**config.mk**
```make
export PLATFORM = sky130hd
export DESIGN_NAME = uart_frame_parser_flat
export DESIGN_NICKNAME = d
export VERILOG_FILES = /design/src/rtl/uart_frame_parser_if.sv /design/src/rtl/uart_frame_parser.sv /design/src/flat_wrapper.sv
export SDC_FILE = /design/constraint.sdc
export NUM_CORES = 1
export LEC_CHECK = 0
export BUFFER_PORTS_ARGS = -buffer_cell sky130_fd_sc_hd__buf_2
export CORE_MARGIN = 10
export CORE_UTILIZATION = 35
export CTS_CLUSTER_SIZE = 10
export DETAILED_ROUTE_END_ITERATION = 16
export HOLD_SLACK_MARGIN = 0.05
export SLEW_MARGIN = 5
export SYNTH_ARGS = -nofsm -noshare
export SYNTH_HDL_FRONTEND = slang
export SYNTH_SLANG_ARGS = --single-unit
```
**constraint.sdc**
```tcl
create_clock -name clock -period 2.51 [get_ports clock]
set_input_delay 0.3765 -clock clock [delete_from_list [all_inputs] [get_ports clock]]
set_output_delay 0.3765 -clock clock [all_outputs]
set_load 0.02 [all_outputs]
```
**src/rtl/uart_frame_parser_if.sv**
```systemverilog
// uart_frame_parser_if
// Connects a byte source and a frame consumer to uart_frame_parser.
//   data_i/valid_i    received byte and its one-cycle strobe
//   frame_valid_o     a checksum-good frame is being held
//   cmd_o/len_o       command byte and payload length of the held frame
//   rd_addr_i         payload byte index to read
//   rd_data_o         payload byte at rd_addr_i, one cycle later
//   frame_ack_i       consumer releases the held frame
//   err_o/err_code_o  error pulse and last error code (1 chk, 2 len, 3 timeout)
//   drop_o            pulse when a byte is discarded while a frame is held
// The master modport belongs to the byte source/consumer side; the parser
// uses the slave modport.
interface uart_frame_parser_if;
   logic [7:0] data_i;
   logic       valid_i;
   logic       frame_valid_o;
   logic [7:0] cmd_o;
   logic [4:0] len_o;
   logic [3:0] rd_addr_i;
   logic [7:0] rd_data_o;
   logic       frame_ack_i;
   logic       err_o;
   logic [1:0] err_code_o;
   logic       drop_o;

   modport master (
      output data_i, valid_i, rd_addr_i, frame_ack_i,
      input  frame_valid_o, cmd_o, len_o, rd_data_o, err_o, err_code_o, drop_o
   );

   modport slave (
      input  data_i, valid_i, rd_addr_i, frame_ack_i,
      output frame_valid_o, cmd_o, len_o, rd_data_o, err_o, err_code_o, drop_o
   );
endinterface

```
**src/rtl/uart_frame_parser.sv**
```systemverilog
// uart_frame_parser
// Parses framed byte streams of the form
//   SYNC_BYTE, CMD, LEN, LEN payload bytes, CHK   (CHK = CMD ^ LEN ^ payload)
// and holds each checksum-good frame until the consumer acknowledges it.
// Ports:
//   clock    single clock
//   reset_n  asynchronous active-low reset
//   bus      uart_frame_parser_if.slave (byte input, held-frame outputs,
//            payload read port, error/drop pulses)
module uart_frame_parser #(
   parameter logic [7:0] SYNC_BYTE      = 8'hA5,
   parameter int         MAX_LEN        = 16,
   parameter int         TIMEOUT_CLOCKS = 1024
) (
   input logic                clock,
   input logic                reset_n,
   uart_frame_parser_if.slave bus
);

   localparam int CNT_W = (TIMEOUT_CLOCKS > 2) ? $clog2(TIMEOUT_CLOCKS) : 1;
   // The timeout fires on the edge where the counter would reach
   // TIMEOUT_CLOCKS-1, so err_o appears TIMEOUT_CLOCKS-1 cycles after the
   // last accepted byte.
   localparam logic [CNT_W-1:0] TMO_LAST  = CNT_W'(TIMEOUT_CLOCKS - 2);
   localparam logic [7:0]       MAX_LEN_B = 8'(MAX_LEN);

   typedef enum logic [2:0] {
      S_IDLE,
      S_CMD,
      S_LEN,
      S_PAYLOAD,
      S_CHECK,
      S_HOLD
   } state_t;

   state_t           state_reg;
   logic [7:0]       cmd_reg;
   logic [7:0]       chk_reg;
   logic [4:0]       len_reg;
   logic [3:0]       idx_reg;
   logic [CNT_W-1:0] tmo_reg;
   logic             frame_valid_reg;
   logic [7:0]       frame_cmd_reg;
   logic [4:0]       frame_len_reg;
   logic [7:0]       rd_data_reg;
   logic             err_reg;
   logic [1:0]       err_code_reg;
   logic             drop_reg;

   // Payload buffer: plain array, written while parsing, read registered.
   logic [7:0]       buf_mem [16];

   logic             parsing;
   logic             timeout_hit;
   logic             wr_en;

   assign parsing     = (state_reg == S_CMD) || (state_reg == S_LEN) ||
                        (state_reg == S_PAYLOAD) || (state_reg == S_CHECK);
   // A byte arriving on the timeout cycle takes precedence.
   assign timeout_hit = parsing && !bus.valid_i && (tmo_reg == TMO_LAST);
   assign wr_en       = bus.valid_i && (state_reg == S_PAYLOAD);

   always_ff @(posedge clock or negedge reset_n) begin
      if (!reset_n) begin
         state_reg       <= S_IDLE;
         cmd_reg         <= '0;
         chk_reg         <= '0;
         len_reg         <= '0;
         idx_reg         <= '0;
         tmo_reg         <= '0;
         frame_valid_reg <= 1'b0;
         frame_cmd_reg   <= '0;
         frame_len_reg   <= '0;
         err_reg         <= 1'b0;
         err_code_reg    <= '0;
         drop_reg        <= 1'b0;
      end else begin
         err_reg  <= 1'b0;
         drop_reg <= 1'b0;

         // Counter runs only while a frame is in progress.
         if (bus.valid_i || !parsing) begin
            tmo_reg <= '0;
         end else begin
            tmo_reg <= tmo_reg + 1'b1;
         end

         if (timeout_hit) begin
            state_reg    <= S_IDLE;
            err_reg      <= 1'b1;
            err_code_reg <= 2'd3;
         end else if (bus.valid_i) begin
            case (state_reg)
               S_IDLE: begin
                  if (bus.data_i == SYNC_BYTE) begin
                     state_reg <= S_CMD;
                  end
               end
               S_CMD: begin
                  cmd_reg   <= bus.data_i;
                  chk_reg   <= bus.data_i;
                  state_reg <= S_LEN;
               end
               S_LEN: begin
                  chk_reg <= chk_reg ^ bus.data_i;
                  idx_reg <= '0;
                  if (bus.data_i > MAX_LEN_B) begin
                     state_reg    <= S_IDLE;
                     err_reg      <= 1'b1;
                     err_code_reg <= 2'd2;
                  end else begin
                     len_reg   <= bus.data_i[4:0];
                     state_reg <= (bus.data_i == 8'd0) ? S_CHECK : S_PAYLOAD;
                  end
               end
               S_PAYLOAD: begin
                  // SYNC_BYTE is plain data here; no resynchronisation.
                  chk_reg <= chk_reg ^ bus.data_i;
                  idx_reg <= idx_reg + 1'b1;
                  if ({1'b0, idx_reg} == (len_reg - 5'd1)) begin
                     state_reg <= S_CHECK;
                  end
               end
               S_CHECK: begin
                  if (bus.data_i == chk_reg) begin
                     state_reg       <= S_HOLD;
                     frame_valid_reg <= 1'b1;
                     frame_cmd_reg   <= cmd_reg;
                     frame_len_reg   <= len_reg;
                  end else begin
                     state_reg    <= S_IDLE;
                     err_reg      <= 1'b1;
                     err_code_reg <= 2'd1;
                  end
               end
               S_HOLD: begin
                  if (bus.frame_ack_i) begin
                     // Released on this edge: the byte is judged as an
                     // IDLE byte so a new frame can start immediately.
                     frame_valid_reg <= 1'b0;
                     state_reg <= (bus.data_i == SYNC_BYTE) ? S_CMD : S_IDLE;
                  end else begin
                     drop_reg <= 1'b1;
                  end
               end
               default: state_reg <= S_IDLE;
            endcase
         end else if ((state_reg == S_HOLD) && bus.frame_ack_i) begin
            frame_valid_reg <= 1'b0;
            state_reg       <= S_IDLE;
         end
      end
   end

   always_ff @(posedge clock) begin
      if (wr_en) begin
         buf_mem[idx_reg] <= bus.data_i;
      end
   end

   // Reads outside the held frame's payload return zero.
   always_ff @(posedge clock or negedge reset_n) begin
      if (!reset_n) begin
         rd_data_reg <= '0;
      end else if (frame_valid_reg && ({1'b0, bus.rd_addr_i} < frame_len_reg)) begin
         rd_data_reg <= buf_mem[bus.rd_addr_i];
      end else begin
         rd_data_reg <= '0;
      end
   end

   assign bus.frame_valid_o = frame_valid_reg;
   assign bus.cmd_o         = frame_cmd_reg;
   assign bus.len_o         = frame_len_reg;
   assign bus.rd_data_o     = rd_data_reg;
   assign bus.err_o         = err_reg;
   assign bus.err_code_o    = err_code_reg;
   assign bus.drop_o        = drop_reg;

endmodule

```
**src/flat_wrapper.sv**
```systemverilog
// flat-port wrapper written by rule: the top's interface ports become plain ports
module uart_frame_parser_flat 
#(
   parameter logic [7:0] SYNC_BYTE      = 8'hA5,
   parameter int         MAX_LEN        = 16,
   parameter int         TIMEOUT_CLOCKS = 1024
)
  (clock, reset_n, bus_data_i, bus_valid_i, bus_rd_addr_i, bus_frame_ack_i, bus_frame_valid_o, bus_cmd_o, bus_len_o, bus_rd_data_o, bus_err_o, bus_err_code_o, bus_drop_o);
  uart_frame_parser_if bus_i ();
  input logic clock;
  input logic reset_n;
  input wire logic [$bits(bus_i.data_i)-1:0] bus_data_i;
  input wire logic [$bits(bus_i.valid_i)-1:0] bus_valid_i;
  input wire logic [$bits(bus_i.rd_addr_i)-1:0] bus_rd_addr_i;
  input wire logic [$bits(bus_i.frame_ack_i)-1:0] bus_frame_ack_i;
  output wire logic [$bits(bus_i.frame_valid_o)-1:0] bus_frame_valid_o;
  output wire logic [$bits(bus_i.cmd_o)-1:0] bus_cmd_o;
  output wire logic [$bits(bus_i.len_o)-1:0] bus_len_o;
  output wire logic [$bits(bus_i.rd_data_o)-1:0] bus_rd_data_o;
  output wire logic [$bits(bus_i.err_o)-1:0] bus_err_o;
  output wire logic [$bits(bus_i.err_code_o)-1:0] bus_err_code_o;
  output wire logic [$bits(bus_i.drop_o)-1:0] bus_drop_o;
  assign bus_i.data_i = bus_data_i;
  assign bus_i.valid_i = bus_valid_i;
  assign bus_i.rd_addr_i = bus_rd_addr_i;
  assign bus_i.frame_ack_i = bus_frame_ack_i;
  assign bus_frame_valid_o = bus_i.frame_valid_o;
  assign bus_cmd_o = bus_i.cmd_o;
  assign bus_len_o = bus_i.len_o;
  assign bus_rd_data_o = bus_i.rd_data_o;
  assign bus_err_o = bus_i.err_o;
  assign bus_err_code_o = bus_i.err_code_o;
  assign bus_drop_o = bus_i.drop_o;
  uart_frame_parser #(.SYNC_BYTE(SYNC_BYTE), .MAX_LEN(MAX_LEN), .TIMEOUT_CLOCKS(TIMEOUT_CLOCKS)) u_core (.clock(clock), .reset_n(reset_n), .bus(bus_i));
endmodule
```
# After elaboration in Yosys (flattened, before gate mapping)
# Memory sizes are Yosys's and may differ from the RTL's.
# Cells that the tools add are included.
[totals]
mem_bits_rw = 128
out_inout_bits = 26
input_bits = 16
word_cells = 103
register_bits = 64
mem_count = 1
[op_classes]
addsub = 3
order_cmp = 2
eq_ne = 17
bitwise = 3
n_reduce_logical = 28
muxes = 36
[memory_table]
columns = ["name", "words", "word_bits", "rd", "rd_ports_with_merged_regs", "wr", "line_no", "text"]
rows = [
  ["u_core.buf_mem", 16, 8, 1, 0, 1, "uart_frame_parser.sv:51", "logic [7:0] buf_mem [16];"],
]
[ops]
columns = ["operator", "n"]
rows = [
  ["$mux 3", 9],
  ["$pmux 3 s6", 1],
  ["$pmux 8 s2", 1],
  ["$reduce_and 4->1", 4],
  ["$mux 1", 15],
  ["$add 10x1->10 const B", 1],
  ["$eq 10x10->1 const B", 1],
  ["$mux 10", 1],
  ["$reduce_and 3->1", 3],
  ["$eq 8x8->1", 1],
  ["$eq 8x8->1 const B", 1],
  ["$gt 8x5->1 const B", 1],
  ["$logic_not 8->1", 1],
  ["$mux 2", 4],
  ["$mux 8", 1],
  ["$ne 4x3->1 const B", 2],
  ["$pmux 4 s2", 1],
  ["$reduce_bool 2->1", 4],
  ["$xor 8x8->8", 1],
  ["$eq 3x2->1 const B", 2],
  ["$eq 3x3->1 const B", 2],
  ["$ne 3x2->1 const B", 2],
  ["$ne 3x3->1 const B", 2],
  ["$reduce_bool 3->1", 2],
  ["16 further kinds", 26],
]

# Depth between registers and ports, before layout
[logic_depth]
word_depth = 8
ltp_mapped = 8
depth_no_buf = 7

# Worst setup path before layout
# No wires, ideal clock.
[synth_path]
path_type = "flip-flop to flip-flop"
startpoint = "reg u_core.state_reg[2]"
endpoint = "mem u_core.buf_mem[0][0], enable pin"
synth_period_minus_slack_ns = 2.302
path_buffers = 1
stages_incl_launch_ff = 5
required_ns = 2.115
arrival_time_ns = 1.907
setup_slack_ns = 0.208
setup_ns = 0.395
cell_sequence = "dfrtp_1 -> clkbuf_1 -> nor2b_1 -> nand3_1 -> nor4_1"
[synth_via]
elab_chain_len = 4
[synth_rtl]
columns = ["item", "line_no", "text"]
rows = [
  ["start, declared", "uart_frame_parser.sv:36", "state_t state_reg;"],
  ["start signal, assigned", "uart_frame_parser.sv:113", "state_reg <= (bus.data_i == 8'd0) ? S_CHECK : S_PAYLOAD;"],
  ["start signal, assigned", "uart_frame_parser.sv:141", "state_reg <= (bus.data_i == SYNC_BYTE) ? S_CMD : S_IDLE;"],
  ["$eq 3x2->1", "uart_frame_parser.sv:61", "assign wr_en = bus.valid_i && (state_reg == S_PAYLOAD);"],
  ["$logic_and 1x1->1", "uart_frame_parser.sv:61", ""],
  ["$mux 1", "uart_frame_parser.sv:156", "if (wr_en) begin"],
  ["$mux 1 (implied by the code)", "uart_frame_parser.sv:157", "buf_mem[idx_reg] <= bus.data_i;"],
  ["end, declared", "uart_frame_parser.sv:51", ""],
]
# Every way passes these cells.

# Final worst setup path
[layout_path]
startpoint = "reg u_core.state_reg[2]"
endpoint = "reg u_core.state_reg[2]"
[layout_via]
elab_chain_len = 8
word_cells_on_any_way = 20
classes_between = "eq/ne: 8; mux: 3; reduce/logical: 9"
[layout_rtl]
columns = ["item", "line_no", "text"]
rows = [
  ["$eq 3x1->1 / $eq 3x2->1 (equally long branches)", "uart_frame_parser.sv:57, uart_frame_parser.sv:93", ""],
  ["$logic_or 1x1->1 (2 in a row)", "uart_frame_parser.sv:57", "assign parsing = (state_reg == S_CMD) || (state_reg == S_LEN) ||"],
  ["$logic_or 1x1->1", "uart_frame_parser.sv:58", "(state_reg == S_PAYLOAD) || (state_reg == S_CHECK);"],
  ["$logic_and 1x1->1 (2 in a row)", "uart_frame_parser.sv:60", "assign timeout_hit = parsing && !bus.valid_i && (tmo_reg == TMO_LAST);"],
  ["$ne 4x3->1 (no source line) (tied with other cells)", "-", ""],
  ["$reduce_and 4->1 (no source line)", "-", ""],
]
# Parallel ways exist; a longest one is shown, timed or not.
# A chain may end at the register's enable or synchronous reset.

==> impl_metrics.csv <==
group,metric,value,unit
setup_path,critPathMaxFanout,12,
synthesis,async_flop_share,33.3,%
setup_path,crit_arrival,2570,ps
timing,fin_crit,2260,ps
cts,postCtsSetupBuffers,0,
cts,htreeDepth,4,
final_layout,seq_area,5450,sq um
floorplan,chipWidth,171,microns
final_layout,multi_input_area,2370,sq um
final_layout,areaGrowthSynthToFinish,17.4,%
drt,vias,4348,
final_layout,drive_gt1_share,31.6,%
synthesis,synth_cell_types,47,
placement,dp.cells,822,
floorplan,initial_core_util,35.3,%
synthesis,ys_ff_latch,192,
run_status,status,"complete, no violations",
global_routing,antenna_found_initial,1,
cts,clockRootBuffer,"clkbuf_16",
floorplan,fp.coreArea,22500,sq um
cts,cts_tree,"built",
setup_path,endpoint_kind,"flip-flop",
setup_path,cp_slowest_cell,"dfrtp_1",
floorplan,die_area,29200,sq um
setup_path,path_cells,"nor3_1 > or3b_1 > or3_4 > a32oi_2 > o21ai_2 > mux2_4",
drt,drt-pass1-iter-count,4,
drt,wl_per_cell,21.2,microns
timing,min_period_over_period,90.1,%
global_routing,grt_pass1_vias,4686,
pwr,powerDensity,860,nW/um^2
cts,clockBufferDepth,2,
timing,fin_skew,12.5,ps
timing,slew_headroom,58.4,%
timing,max_freq,442,MHz
floorplan,die_h,171,microns
final_layout,n_fill_cell,1986,
setup_path,critPathMaxStageDelay,560,ps
timing,drv_slew,0,
setup_path,critPathRequiredTime,2820,ps
placement,hpwl,12300,microns
timing,finalSetupViolCount,0,
placement,port_buffers,41,
final_layout,layoutNonFillerInstCount,856,
timing,fin_tns_setup,0,ps
global_routing,grt_pass1_wl,28500,microns
global_routing,grt_overflow,0,
floorplan,std_cell_rows,55,
timing,whs,142,ps
min_path,min_path_type,"in -> reg",
cts,cts_made_buffers,17,
synthesis,syn_area,7950,sq um
setup_path,crit_family,"simple AND/OR/NAND/NOR gates",
timing,hold_viol_final,0,
synthesis,synthFlopType,"edfxtp_1",
drt,totalWireLength,18100,microns
final_layout,fin_util,41.5,%
pwr,p_leak,0.00350,uW
cts,clk_latency,430,ps
job,cap_viol_max_count,0,
drt,postRouteAntennaNets,0,
drt,drtIter0Drc,381,
cts,clock_sinks,192,
final_layout,fin_area,9340,sq um
floorplan,ios,42,
drt,viasPerCell,5.08,
synthesis,synthCells,475,
final_layout,nets,583,
timing,worst_pin_slew,622,ps
global_routing,grtUsageTotal,13.1,%
timing,rsz0062_at_grt,"no",
synthesis,synth_edf_count,128,
pwr,ir_drop,0.000483,V
placement,placed_cell_area,8750,sq um
setup_path,crit_type,"reg -> reg",
synthesis,ys_warn_count,0,
global_routing,grt_max_degree,57,
synthesis,synthesis.nets,501,
synthesis,syn_area_per_cell,16.7,sq um
synthesis,seq_area_frac_synth,68.5,%
setup_path,startpoint_type,"flip-flop",
drt,drc,0,
cts,path_clk_slew,70,ps
final_layout,largest_reg_flops,128,
placement,globalplace.congestion,0.803,
setup_path,path_buf_inv,0,
synth_stat cells, types with 2 or more instances:
| cell type | count | area [sq um] |
|---|---|---|
| a21o_1 | 3 | 22.5 |
| a21oi_1 | 4 | 20.0 |
| a22o_1 | 2 | 17.5 |
| and2_1 | 4 | 25.0 |
| and3_1 | 2 | 12.5 |
| buf_2 | 4 | 20.0 |
| clkbuf_1 | 12 | 45.0 |
| dfrtp_1 | 64 | 1600 |
| edfxtp_1 | 128 | 3840 |
| ha_1 | 10 | 125 |
| inv_1 | 16 | 60.1 |
| mux2_2 | 24 | 270 |
| mux2i_1 | 2 | 20.0 |
| mux4_2 | 40 | 901 |
| nand2_1 | 31 | 116 |
| nand2b_1 | 4 | 25.0 |
| nand3_1 | 12 | 60.1 |
| nand4_1 | 3 | 18.8 |
| nor2_1 | 21 | 78.8 |
| nor2b_1 | 11 | 68.8 |
| nor3_1 | 8 | 40.0 |
| nor3b_1 | 2 | 15.0 |
| nor4_1 | 6 | 37.5 |
| o21ai_0 | 9 | 45.0 |
| or3_1 | 4 | 25.0 |
| xnor2_1 | 14 | 123 |
| xor2_1 | 15 | 131 |
stage by stage:
stage / total power (uW) / setup WS [ps]
finish: 8030 / 248
global route: 8420 / 119
CTS: 8100 / 257
detailed placement: 5450 / 279
global placement: 5390 / 271
floorplan: 4960 / 208
worst paths after layout:
check                                          end  slack [ps]                start  cells past startpoint
max                            u_core.state_reg[2]         250  u_core.state_reg[2]                      6
max in group asynchronous      u_core.bus.len_o[3]        1440              reset_n                      3
max reg2reg                    u_core.state_reg[2]         250  u_core.state_reg[2]                      6
min in group asynchronous  u_core.bus.rd_data_o[6]         420              reset_n                      2
min reg2reg                    u_core.bus.cmd_o[7]         500  u_core.bus.cmd_o[7]                      1
min                              u_core.bus.drop_o         140      bus_frame_ack_i                      2
cells by family after synthesis:
group,share of synthesized area (%)
flip-flops,68.5
multiplexers,15.2
AO/OA/AOI/OAI,2.60
AND/OR/NAND/NOR,7.24
XOR/XNOR,3.19
buffers and inverters,1.76
adder cells (fa/ha/maj),1.57
cell usage in the layout, fill, tap and decap left out, types with 3 or more instances in the layout:
cell type     n
edfxtp_1    128
dfrtp_1      64
buf_2        41
mux4_2       40
buf_4        37
nand2_1      31
mux2_2       24
nor2_1       21
clkbuf_16    17
inv_1        16
xor2_1       15
xnor2_1      14
nand3_1      12
nor2b_1      11
ha_1         10
o21ai_0       9
nor3_1        8
nor4_1        6
or3_1         4
a21oi_1       4
nand2b_1      4
and2_1        4
inv_6         4
a21o_1        3
nand4_1       3
clkinvlp_4    3
inv_8         3
cell type report:
cell class	instances	area share (%)
clock inverter	15	1.58
clock buffer	17	4.56
antenna	1	0.0268
sequential	192	58.3
multi-input combinational	249	25.4
tap	285	3.82
timing repair buffer	81	5.71
inverter	16	0.643
power by group:
group          total (uW)  switching [uW]  internal (uW)
Combinational        1460             812            644
Clock                2630            1230           1400
Sequential           3940             257           3680
Total                8030            2300           5720
what timing repair did:
| action | CTS | global route |
|---|---|---|
| endpoints found under the hold margin | 8 | 0 |
| gates resized for setup | 0 | 0 |
| hold buffers | 1 | 0 |
metal layers:
layer / vias up / share of wire [%] / track usage [%]
met5: - / 0 / 0
met4: 0 / 1.4 / 4.42
met3: 18 / 6.8 / 3.53
met2: 131 / 50 / 21.5
met1: 2232 / 42 / 16.4
li1: 1967 / - / -
Power figures use the tool's default switching activity.
